## src/rtl/maxpool_2x2_stream_pkg.sv

```systemverilog
// Shared definitions for the 2x2 max-pooling stream: FSM encodings and a signed max helper.
package maxpool_2x2_stream_pkg;

  typedef enum logic [1:0] {
    ST_FILL = 2'd0,
    ST_EMIT = 2'd1,
    ST_SKIP = 2'd2
  } pool_state_t;

  // Widest sample the helper handles; narrower samples are sign-extended into it.
  localparam int MAX_W = 64;

  function automatic logic signed [MAX_W-1:0] signed_max(
    input logic signed [MAX_W-1:0] a,
    input logic signed [MAX_W-1:0] b
  );
    return (a >= b) ? a : b;
  endfunction

endpackage

```

## src/rtl/maxpool_2x2_stream_max_cmp.sv

```systemverilog
// Combinational two's-complement max of two samples; ties return the shared value.
module max_cmp
  import maxpool_2x2_stream_pkg::*;
#(
  parameter int Datawidth = 32
) (
  input  logic signed [Datawidth-1:0] a,
  input  logic signed [Datawidth-1:0] b,
  output logic signed [Datawidth-1:0] y
);

  // Select by equality against the sign-extended winner so no wide bits are left dangling.
  assign y = (signed_max(MAX_W'(a), MAX_W'(b)) == MAX_W'(a)) ? a : b;

endmodule

```

## src/rtl/maxpool_2x2_stream.sv

```systemverilog
// 2x2 stride-2 max pooling over a raster-order sample stream with a one-row line buffer.
module maxpool_2x2_stream
  import maxpool_2x2_stream_pkg::*;
#(
  parameter int IN_Width  = 4,
  parameter int IN_Height = 4,
  parameter int Datawidth = 32
) (
  input  logic                 clk,
  input  logic                 rst,
  input  logic                 valid_in,
  input  logic [Datawidth-1:0] In,
  output logic [Datawidth-1:0] Out,
  output logic                 valid_out,
  output logic                 frame_done
);

  localparam int OUT_W    = IN_Width / 2;
  localparam int OUT_H    = IN_Height / 2;
  localparam int LB_DEPTH = OUT_W;
  localparam int COL_W    = $clog2(IN_Width) + 1;
  localparam int ROW_W    = $clog2(IN_Height) + 1;
  localparam int LB_AW    = (LB_DEPTH > 1) ? $clog2(LB_DEPTH) : 1;

  localparam logic [COL_W-1:0] COL_LAST      = COL_W'(IN_Width - 1);
  localparam logic [COL_W-1:0] COL_PAIR_END  = COL_W'(2 * OUT_W);
  localparam logic [COL_W-1:0] COL_PAIR_LAST = COL_W'(2 * OUT_W - 1);
  localparam logic [ROW_W-1:0] ROW_LAST      = ROW_W'(IN_Height - 1);
  localparam logic [ROW_W-1:0] ROW_PENULT    = ROW_W'(IN_Height - 2);
  localparam logic [ROW_W-1:0] ROW_EMIT_LAST = ROW_W'(2 * OUT_H - 1);

  pool_state_t state_reg, state_next;

  logic [COL_W-1:0]            col_reg;
  logic [ROW_W-1:0]            row_reg;
  logic signed [Datawidth-1:0] hold_reg;
  logic signed [Datawidth-1:0] lb_rd_reg;
  logic [Datawidth-1:0]        out_reg;
  logic                        valid_out_reg;
  logic                        frame_done_reg;
  logic signed [Datawidth-1:0] linebuf [LB_DEPTH];

  logic signed [Datawidth-1:0] pair_max;
  logic signed [Datawidth-1:0] vert_max;
  logic                        col_end, row_end, in_pair, even_take, odd_take, emit_now;
  logic [LB_AW-1:0]            lb_addr;

  assign col_end   = (col_reg == COL_LAST);
  assign row_end   = (row_reg == ROW_LAST);
  // A trailing odd column falls outside every pair and is only counted.
  assign in_pair   = (col_reg < COL_PAIR_END);
  assign even_take = valid_in && in_pair && !col_reg[0];
  assign odd_take  = valid_in && in_pair && col_reg[0];
  assign emit_now  = odd_take && (state_reg == ST_EMIT);
  assign lb_addr   = LB_AW'(col_reg >> 1);

  max_cmp #(.Datawidth(Datawidth)) u_pair_cmp (
    .a (hold_reg),
    .b (In),
    .y (pair_max)
  );

  max_cmp #(.Datawidth(Datawidth)) u_vert_cmp (
    .a (lb_rd_reg),
    .b (pair_max),
    .y (vert_max)
  );

  always_comb begin
    state_next = state_reg;
    if (valid_in && col_end) begin
      case (state_reg)
        ST_FILL: state_next = ST_EMIT;
        ST_EMIT: begin
          if (row_end)                   state_next = ST_FILL;
          else if (row_reg == ROW_PENULT) state_next = ST_SKIP;
          else                           state_next = ST_FILL;
        end
        ST_SKIP: state_next = ST_FILL;
        default: state_next = ST_FILL;
      endcase
    end
  end

  always_ff @(posedge clk or negedge rst) begin
    if (!rst) begin
      state_reg      <= ST_FILL;
      col_reg        <= '0;
      row_reg        <= '0;
      hold_reg       <= '0;
      out_reg        <= '0;
      valid_out_reg  <= 1'b0;
      frame_done_reg <= 1'b0;
    end else begin
      state_reg      <= state_next;
      valid_out_reg  <= emit_now;
      frame_done_reg <= emit_now && (col_reg == COL_PAIR_LAST) && (row_reg == ROW_EMIT_LAST);
      if (valid_in) begin
        if (col_end) begin
          col_reg <= '0;
          row_reg <= row_end ? '0 : row_reg + ROW_W'(1);
        end else begin
          col_reg <= col_reg + COL_W'(1);
        end
      end
      if (even_take) hold_reg <= In;
      if (emit_now)  out_reg  <= vert_max;
    end
  end

  // Line buffer: the stored row entry is fetched on the even column so it is ready at the odd one.
  always_ff @(posedge clk) begin
    if (odd_take && (state_reg == ST_FILL)) linebuf[lb_addr] <= pair_max;
    if (even_take && (state_reg == ST_EMIT)) lb_rd_reg <= linebuf[lb_addr];
  end

  assign Out        = out_reg;
  assign valid_out  = valid_out_reg;
  assign frame_done = frame_done_reg;

endmodule

```

## config.mk

```make
export PLATFORM = sky130hd
export DESIGN_NAME = maxpool_2x2_stream
export DESIGN_NICKNAME = d
export VERILOG_FILES = /design/src/rtl/maxpool_2x2_stream_pkg.sv /design/src/rtl/maxpool_2x2_stream_max_cmp.sv /design/src/rtl/maxpool_2x2_stream.sv
export SDC_FILE = /design/constraint.sdc
export NUM_CORES = 1
export LEC_CHECK = 0
export ABC_CLOCK_PERIOD_IN_PS = 17300
export BUFFER_PORTS_ARGS = -buffer_cell sky130_fd_sc_hd__buf_2
export CAP_MARGIN = 20
export CORE_MARGIN = 1.5
export CORE_UTILIZATION = 66
export CTS_CLUSTER_DIAMETER = 100
export DETAILED_ROUTE_END_ITERATION = 10
export GPL_ROUTABILITY_DRIVEN = 0
export PLACE_DENSITY = 0.92
export SETUP_SLACK_MARGIN = 0.02
export SYNTH_ARGS = -nofsm -noshare
export SYNTH_HDL_FRONTEND = slang
export SYNTH_SLANG_ARGS = --single-unit
export TNS_END_PERCENT = 20
```

## constraint.sdc

```tcl
create_clock -name clk -period 17.3 [get_ports clk]
set_input_delay 3.46 -clock clk [delete_from_list [all_inputs] [get_ports clk]]
set_output_delay 3.46 -clock clk [all_outputs]
set_load 0.01 [all_outputs]
```

==> results of run 1 <==
==> metal layers <==
layer / GRT usage (%) / vias to the layer above / part of all wire (%)
met3: 9.09 / 103 / 10
met4: 16.9 / 0 / 4.7
met2: 53.5 / 437 / 46
met5: 0 / - / 0
li1: - / 3133 / -
met1: 45.9 / 3517 / 39
==> cell type report <==
cell class / instances / share of cell area (%)
sequential: 170 / 44.5
multi-input combinational: 524 / 41.2
clock buffer: 18 / 4.13
timing repair buffer: 76 / 3.79
inverter: 90 / 3.17
tap: 180 / 2.12
clock inverter: 14 / 1.15
==> power by group <==
group	switching (mW)	internal, mW	total (mW)	leakage, nW
sequential	0.0949	0.568	0.662	1.79
combinational	0.400	0.305	0.706	2.53
clock	0.161	0.201	0.363	0.266
==> through the flow <==
stage                     power [mW]  util, %  cell area (um^2)  instances  hold WS [ns]
final                           1.73     76.1             10600       1072         0.499
after global routing            1.82     76.1             10600       1072         0.541
after CTS                       1.72     76.1             10600       1072         0.504
after detailed placement        1.34     72.1             10100       1040         0.496
after global placement          1.31     72.1             10100       1040         0.479
after floorplan                 1.13        -              9560        807         0.455
==> critical path, stage by stage <==
cell,delay [ns]
buf_2,0.13
inv_1,0.10
ha_1,0.34
a21oi_1,0.13
o21ai_1,0.11
a211oi_1,0.24
or4b_1,0.61
a211oi_4,0.58
mux2_2,0.45
inv_1,0.07
ha_1,0.25
a21o_1,0.18
a21o_1,0.16
a21o_1,0.17
a2111oi_0,0.55
o22ai_1,0.18
a21oi_1,0.41
a2111oi_0,0.14
a311o_1,0.41
a211oi_2,0.17
o2bb2ai_2,0.18
buf_4,0.30
a221o_1,0.37
==> kinds of logic after synthesis <==
| group | Yosys count | share of synthesized area, % |
|---|---|---|
| multiplexers | 87 | 10.2 |
| AND/OR/NAND/NOR | 161 | 9.21 |
| buffers and inverters | 113 | 4.81 |
| XOR/XNOR | 55 | 5.04 |
| adder cells (fa/ha/maj) | 65 | 8.50 |
| flip-flops | 170 | 49.5 |
| AO/OA/AOI/OAI | 156 | 12.7 |
==> synthesized netlist by cell type (6+ instances only) <==
master	n
a221o_1	36
edfxtp_1	96
nor2b_1	9
a21o_1	12
nor4_1	17
a21oi_1	22
o22ai_1	14
nor2_1	19
inv_1	89
nand2b_1	6
xnor2_1	6
and2_1	33
clkbuf_1	12
mux2_2	81
dfrtp_1	74
nand2_1	40
nand4_1	21
ha_1	65
o21ai_0	26
xor2_1	49
==> how the worst max path moves through the flow <==
stage	to	slack, ns	cells after the start
2_1_floorplan	Out[10]	8.46	26
3_3_place_gp	Out[4]	7.83	23
3_5_place_dp	Out[8]	7.69	23
4_1_cts	Out[8]	8.07	23
5_1_grt	Out[8]	7.57	24
6_report	Out[8]	7.89	23
==> flow_summary.ini, run 1 <==
[yosys]
synth_cell_types = 65
synth_area_leader_cell = edfxtp_1
ys_ff_latch = 170
ys.flop_type = edfxtp_1
synth_cells = 807
synth_seq_area_share_pct = 49.5
syn_area_um2 = 9560
synth_top_area_share_pct = 30.1
syn_avg_cell_area_um2 = 11.9
yosys_warnings = 0
synth_edf_count = 96
synthTopCellsByArea = edfxtp_1 (30%), dfrtp_1 (19%), mux2_2 (9.5%)
syn-num-nets = 907
async_flop_share_pct = 43.5

[timing]
hold_viol = 0
post-route-period-util_pct = 54.4
max_slew_margin_pct = 33.6
tightest_slew_ns = 0.996
min_period_ns = 9.41
finClkSkew_ns = 0.0109
rsz0062_at_grt = false
finalSetupViolations = 0
layout_setup_ws_ns = 7.89
fin_tns_setup_ns = 0
slew_violations = 0
max_freq_mhz = 106

[place]
port_buffers = 68
dp_hpwl_um = 16900
place_ws_ns = 7.69

[min_path]
whs_path_depth = 1
min_to = frame_done
min_path_type = reg2reg
worstHoldStart = row_reg[2]

[layout]
drive_gt1_share_pct = 22.8
antenna_cells = 0
multi_input_area_um2 = 4380
seqCellArea_um2 = 4730
fillers = 873
syn2layout_area_growth_pct = 11.3
largest_register_ffs = 64
layout_commonest_cell = edfxtp_1
layout_common_cells = edfxtp_1 (96), inv_1 (89), mux2_2 (81)
largest-register = linebuf
final_nets = 979

[critical_path]
startpoint_type = input pin
cp-end-kind = flop
cp-startpoint = In[7]
r2r_end = Out[8]
r2r_slack_ns = 10.70
crit_required_ns = 17.62
crit_type = in2reg
r2r_start = hold_reg[7]
cp.arrival_ns = 9.72
r2r_cells = 21
crit_path_max_fanout = 24

[routing]
wire_per_inst_um = 22.8
drcViolationCount = 0
dr.pass1.iters = 5
final_antenna_net_count = 0
vias_per_cell = 6.71
drt_iter0_drc = 953
wl_um = 24500
route.vias.total = 7190

[floorplan]
die_x_um = 123
coreArea_um2 = 14000
fp-row-count = 43
fp.dieArea_um2 = 15200
die_h_um = 123
io_pins = 69
start_util_pct = 68.4

[pwr]
power_density_nw_per_um2 = 163
irDropWorstVdd_v = 0.000102
p_leak_nw = 4.59

[cts]
cts_resized = 0
clk_latency_ns = 0.44
cts_setup_buffers = 0
cts_buffer_depth = 2
clk_pin_slew_ns = 0.07
cts_tree = built
cts_root_buf = clkbuf_16
htree_levels = 4
clock-sinks = 170
cts-buffers-inserted = 17
hold_buffers = 0

[global_routing]
gr-total-overflow = 0
grt_max_degree = 75
grt_pass1_vias = 7090
track_usage_pct = 34.7
grt_pass1_wl_um = 38600
antenna_found_initial = 0

[run_status]
status = finished, final reports clean

[job]
maxCapViolations = 0
Power figures use the tool's default switching activity.
==> run 2: changes to the inputs <==
ABC_CLOCK_PERIOD_IN_PS = 8300   (was 17300)
CORE_UTILIZATION = 55   (was 66)
PLACE_DENSITY = 0.83   (was 0.92)
clock period = 8.3 ns   (was 17.3 ns; I/O delays follow)
==> run 2 against run 1 <==
- core utilization shrank 13 points
- combinational power is 110% higher
- global-route usage shrank 6.6 points
- die area rose by 19%
- cell area rose by 1.4%
- setup slack got worse by 7.2 ns
- via count fell by 2.0%
==> flow_summary.ini, run 2 (synthesis gave the netlist of run 1 again) <==
[run_status]
status = finished, final reports clean

[cts]
clk_pin_slew_ns = 0.06
cts_setup_buffers = 0
clk_latency_ns = 0.43
cts_buffer_depth = 2
cts-buffers-inserted = 17
cts_tree = built
cts_resized = 0
htree_levels = 4
cts_root_buf = clkbuf_16
hold_buffers = 0
clock-sinks = 170

[floorplan]
io_pins = 69
coreArea_um2 = 17100
start_util_pct = 55.9
die_x_um = 135
die_h_um = 135
fp.dieArea_um2 = 18200
fp-row-count = 48

[critical_path]
cp_num_buf_inv = 5
crit_family = compound AO/OA/AOI/OAI gates
slowest_stage = or4b_1
r2r_slack_ns = 1.72
crit_chain = buf_2 -> inv_1 -> ha_1 -> a21oi_1 -> o21ai_1 -> a211oi_1 -> or4b_1 -> a211oi_4 -> buf_4 -> mux2_2 -> inv_1 -> ha_1 -> a21o_1 -> a21o_1 -> a2111oi_0 -> o22ai_1 -> a21oi_1 -> a2111oi_0 -> a311o_1 -> a211oi_2 -> o2bb2ai_2 -> buf_4 -> a221o_1
cp.arrival_ns = 7.89
r2r_cells = 21
crit_path_max_fanout = 20
crit_required_ns = 8.61
critical_path.max_stage_delay_ns = 0.61
cp-end-kind = flop
crit_type = in2reg
startpoint_type = input pin
r2r_end = Out[0]
r2r_start = hold_reg[13]

[timing]
rsz0062_at_grt = false
finClkSkew_ns = 0.0110
max_freq_mhz = 132
fin_tns_setup_ns = 0
min_period_ns = 7.57
finalSetupViolations = 0
post-route-period-util_pct = 91.3
tightest_slew_ns = 1.06
hold_viol = 0
max_slew_margin_pct = 28.9
slew_violations = 0

[pwr]
pwr-share-seq_pct = 37.9
p_int_mw = 2.28
clock_power_share_pct = 21.6
switching_share_pct = 37.3
p_sw_mw = 1.35
irDropWorstVdd_v = 0.000174
total_power_mw = 3.63
p_leak_nw = 4.63
pwr-share-comb_pct = 40.5
power_density_nw_per_um2 = 337

[global_routing]
gr-total-overflow = 0
grt_pass1_vias = 7006
grt_pass1_wl_um = 38400
track_usage_pct = 28.1
grt_max_degree = 75
antenna_found_initial = 0

[min_path]
worstHoldStart = row_reg[2]
min_path_type = reg2reg
whs_path_depth = 1
min_to = frame_done

[layout]
syn2layout_area_growth_pct = 12.8
largest_register_ffs = 64
final_nets = 986
antenna_cells = 0
layout_common_cells = edfxtp_1 (96), inv_1 (89), mux2_2 (81)
layout_commonest_cell = edfxtp_1
seqCellArea_um2 = 4730
multi_input_area_um2 = 4380
largest-register = linebuf
drive_gt1_share_pct = 23.2
fillers = 1338

[place]
port_buffers = 68
dp_hpwl_um = 17600

[routing]
route.vias.total = 7046
vias_per_cell = 6.27
drt_iter0_drc = 762
drcViolationCount = 0
final_antenna_net_count = 0
dr.pass1.iters = 5
wl_um = 24500
wire_per_inst_um = 21.8

[job]
maxCapViolations = 0
[run 2: layout make-up]
class,instances,area share (%)
multi-input combinational,524,40.6
clock inverter,13,1.36
inverter,90,3.13
timing repair buffer,83,4.41
tap,225,2.61
sequential,170,43.9
clock buffer,19,4.01
[run 2: per-layer routing]
layer	GRT usage [%]	up-vias	share of wire, %
li1	-	3151	-
met1	37.7	3455	42
met2	44.9	362	46
met3	5.82	78	8.1
met4	11.6	0	3.8
met5	0	-	0
[run 2: power by group through the flow]
stage	Sequential, mW	Combinational, mW	Clock (mW)
floorplan	1.36	0.998	0
global placement	1.38	1.39	0
detailed placement	1.39	1.44	0
CTS	1.37	1.45	0.791
global route	1.40	1.61	0.821
finish	1.38	1.47	0.785
[run 2: worst register-to-register path: stages, from the launching register on]
cell and delay (ns):
dfrtp_1 0.44, ha_1 0.32, nand4_1 0.20, nor4_1 0.09
a211oi_1 0.19, or4b_1 0.61, a211oi_4 0.33, buf_4 0.31
mux2_2 0.41, inv_1 0.07, ha_1 0.23, a21o_1 0.16
a21o_1 0.16, a2111oi_0 0.60, o22ai_1 0.19, a21oi_1 0.43
a2111oi_0 0.15, a311o_1 0.43, a211oi_2 0.18, o2bb2ai_2 0.32
buf_4 0.34, a221o_1 0.32
[run 2: stage by stage]
step / cells / setup WS, ns / cell area [um^2] / utilization [%] / hold slack, ns
after floorplan: 807 / 1.26 / 9560 / - / 0.455
after global placement: 1091 / 0.664 / 10200 / 59.5 / 0.484
after detailed placement: 1091 / 0.537 / 10200 / 59.5 / 0.486
after CTS: 1123 / 0.875 / 10800 / 62.9 / 0.495
after global routing: 1124 / 0.379 / 10800 / 63.0 / 0.533
final: 1124 / 0.726 / 10800 / 63.0 / 0.491
[run 2: worst max path at each step]
| stage | from | end | slack [ns] | depth (start not counted) |
|---|---|---|---|---|
| final | In[7] | Out[0] | 0.73 | 23 |
| after global routing | In[7] | Out[1] | 0.38 | 25 |
| after CTS | In[7] | Out[0] | 0.87 | 25 |
| after detailed placement | In[7] | Out[0] | 0.54 | 23 |
| after global placement | In[7] | Out[3] | 0.66 | 23 |
| after floorplan | In[7] | Out[10] | 1.26 | 26 |
==> run 3: changes to the inputs <==
ABC_AREA = 1   (was unset)
CORE_MARGIN = 1   (was 1.5)
CTS_BUF_LIST = sky130_fd_sc_hd__clkbuf_8 sky130_fd_sc_hd__clkbuf_16   (was unset)
==> run 3 against run 2 <==
- cell area is 3.2% lower
- synthesized cell count grew 32%
- routed wire length down 7.6%
- clock skew down 0.0039 ns
- maximum frequency grew 13%
- largest cell class unchanged
- sequential power is 4% higher
- core utilization decreased by 0.079 points
- flip-flop and latch count unchanged
==> flow_summary.ini, run 3 <==
[floorplan]
start_util_pct = 56.3
die_x_um = 132
coreArea_um2 = 16600
die_h_um = 132
fp.dieArea_um2 = 17500
fp-row-count = 47
io_pins = 69

[cts]
clk_latency_ns = 0.43
cts_setup_buffers = 0
hold_buffers = 0
cts_root_buf = clkbuf_16
htree_levels = 4
cts_buffer_depth = 2
clock-sinks = 170
cts-buffers-inserted = 17
clk_pin_slew_ns = 0.06
cts_tree = built
cts_resized = 0

[layout]
largest_register_ffs = 64
fillers = 1345
layout_common_cells = nand2_1 (364), inv_1 (155), edfxtp_1 (96)
multi_input_area_um2 = 3830
final_nets = 1223
largest-register = linebuf
stdcell_area_um2 = 10400
drive_gt1_share_pct = 13.5
stdcell_count = 1356
fin_util_pct = 62.9
layout_commonest_cell = nand2_1
antenna_cells = 0
syn2layout_area_growth_pct = 11.8
seqCellArea_um2 = 4730

[yosys]
ys_ff_latch = 170
syn_avg_cell_area_um2 = 8.79
syn-num-nets = 1162
synth_seq_area_share_pct = 50.7
synth_top_area_share_pct = 30.9
syn_area_um2 = 9340
synth_edf_count = 96
synthTopCellsByArea = edfxtp_1 (31%), dfrtp_1 (20%), nand2_1 (15%)
synth_most_common_cell = nand2_1
ys_top_cells_by_count = nand2_1 (364), inv_1 (154), edfxtp_1 (96)
synth_cell_types = 34
async_flop_share_pct = 43.5
synth_area_leader_cell = edfxtp_1
synth_cells = 1062
ys.flop_type = edfxtp_1
yosys_warnings = 0

[critical_path]
r2r_end = Out[28]
crit_type = in2reg
r2r_cells = 20
r2r_slack_ns = 2.59
timing.critical_path.mode_cell = nand2_1
slowest_stage = nand3_2
startpoint_type = input pin
cp-end-kind = flop
cp.arrival_ns = 7.07
crit_family = simple AND/OR/NAND/NOR gates
crit_path_max_fanout = 41
critical_path.max_stage_delay_ns = 0.59
crit_required_ns = 8.67
r2r_start = hold_reg[31]
cp_num_buf_inv = 4

[timing]
rsz0062_at_grt = false
max_freq_mhz = 149
fin_tns_setup_ns = 0
slew_violations = 0
tightest_slew_ns = 1.14
post-route-period-util_pct = 80.8
finClkSkew_ns = 0.00708
layout_setup_ws_ns = 1.60
finalSetupViolations = 0
hold_viol = 0
min_period_ns = 6.70
worst_hold_slack_ns = 0.476
max_slew_margin_pct = 24.0

[global_routing]
met1_usage_pct = 35.1
antenna_found_initial = 0
grtUsageMet2_pct = 46.4
grt_pass1_vias = 7329
use_met3_pct = 4.38
busiest_layer = met2
grt_max_degree = 75
gr-total-overflow = 0
grt_pass1_wl_um = 37000
track_usage_pct = 27.5

[place]
dpl.cell_count = 1322
post_dp_cell_area_um2 = 9830
port_buffers = 68
dp_hpwl_um = 15300
place_ws_ns = 1.30

[routing]
wire_per_inst_um = 16.7
dr.pass1.iters = 5
drcViolationCount = 0
route.vias.total = 7456
wl_um = 22600
final_antenna_net_count = 0
vias_per_cell = 5.50
drt_iter0_drc = 800

[pwr]
p_leak_nw = 5.22
power_density_nw_per_um2 = 448
total_power_mw = 4.68
irDropWorstVdd_v = 0.000251

[job]
maxCapViolations = 0

[run_status]
status = finished, final reports clean

[min_path]
min_to = Out[23]
min_path_type = reg2reg
worstHoldStart = Out[23]
whs_path_depth = 2
[run 3: worst reg2reg max path: cells and delay by family (launching register included)]
kind | cells | cell delay (ns)
AOI/OAI and AO/OA | 1 | 0.18
DFF | 1 | 0.40
buffers and inverters | 1 | 0.43
adders and majority gates | 2 | 0.82
and+or+nand+nor | 16 | 3.82
[run 3: worst max-delay path by stage]
| stage | from | slack (ns) | to | cells after the start |
|---|---|---|---|---|
| global route | In[31] | 1.17 | Out[30] | 24 |
| floorplan | In[31] | 3.22 | Out[14] | 24 |
| finish | In[31] | 1.60 | Out[28] | 25 |
| CTS | In[31] | 1.68 | Out[30] | 24 |
| global placement | In[31] | 1.50 | Out[5] | 25 |
| detailed placement | In[31] | 1.30 | Out[22] | 24 |
[run 3: power by group]
| group | internal (mW) | total (mW) | switching (mW) |
|---|---|---|---|
| sequential | 1.27 | 1.44 | 0.163 |
| clock | 0.421 | 0.762 | 0.341 |
| combinational | 0.768 | 2.48 | 1.72 |
| total | 2.46 | 4.68 | 2.22 |
[run 3: cells by family (layout without fill, tap and decap cells)]
group	count (synthesis)	count (layout)	share of synthesized area [%]
simple gates	502	502	23.1
compound gates	115	115	7.38
fa+ha+maj	65	65	8.71
buf+inv	192	266	8.44
xor+xnor	18	18	1.69
flops	170	170	50.7
[run 3: layout make-up]
class / count / share of cell area [%]
Clock inverter: 14 / 1.17
Sequential cell: 170 / 45.4
Clock buffer: 18 / 4.21
Tap cell: 220 / 2.64
Inverter: 156 / 5.61
Timing Repair Buffer: 78 / 4.31
Multi-Input combinational cell: 700 / 36.7
[run 3: routing by layer]
metal / wire length, um / part of all wire, %
met5: 0 / 0
met4: 679 / 3.0
met3: 1640 / 7.3
met2: 11000 / 49
met1: 9310 / 41
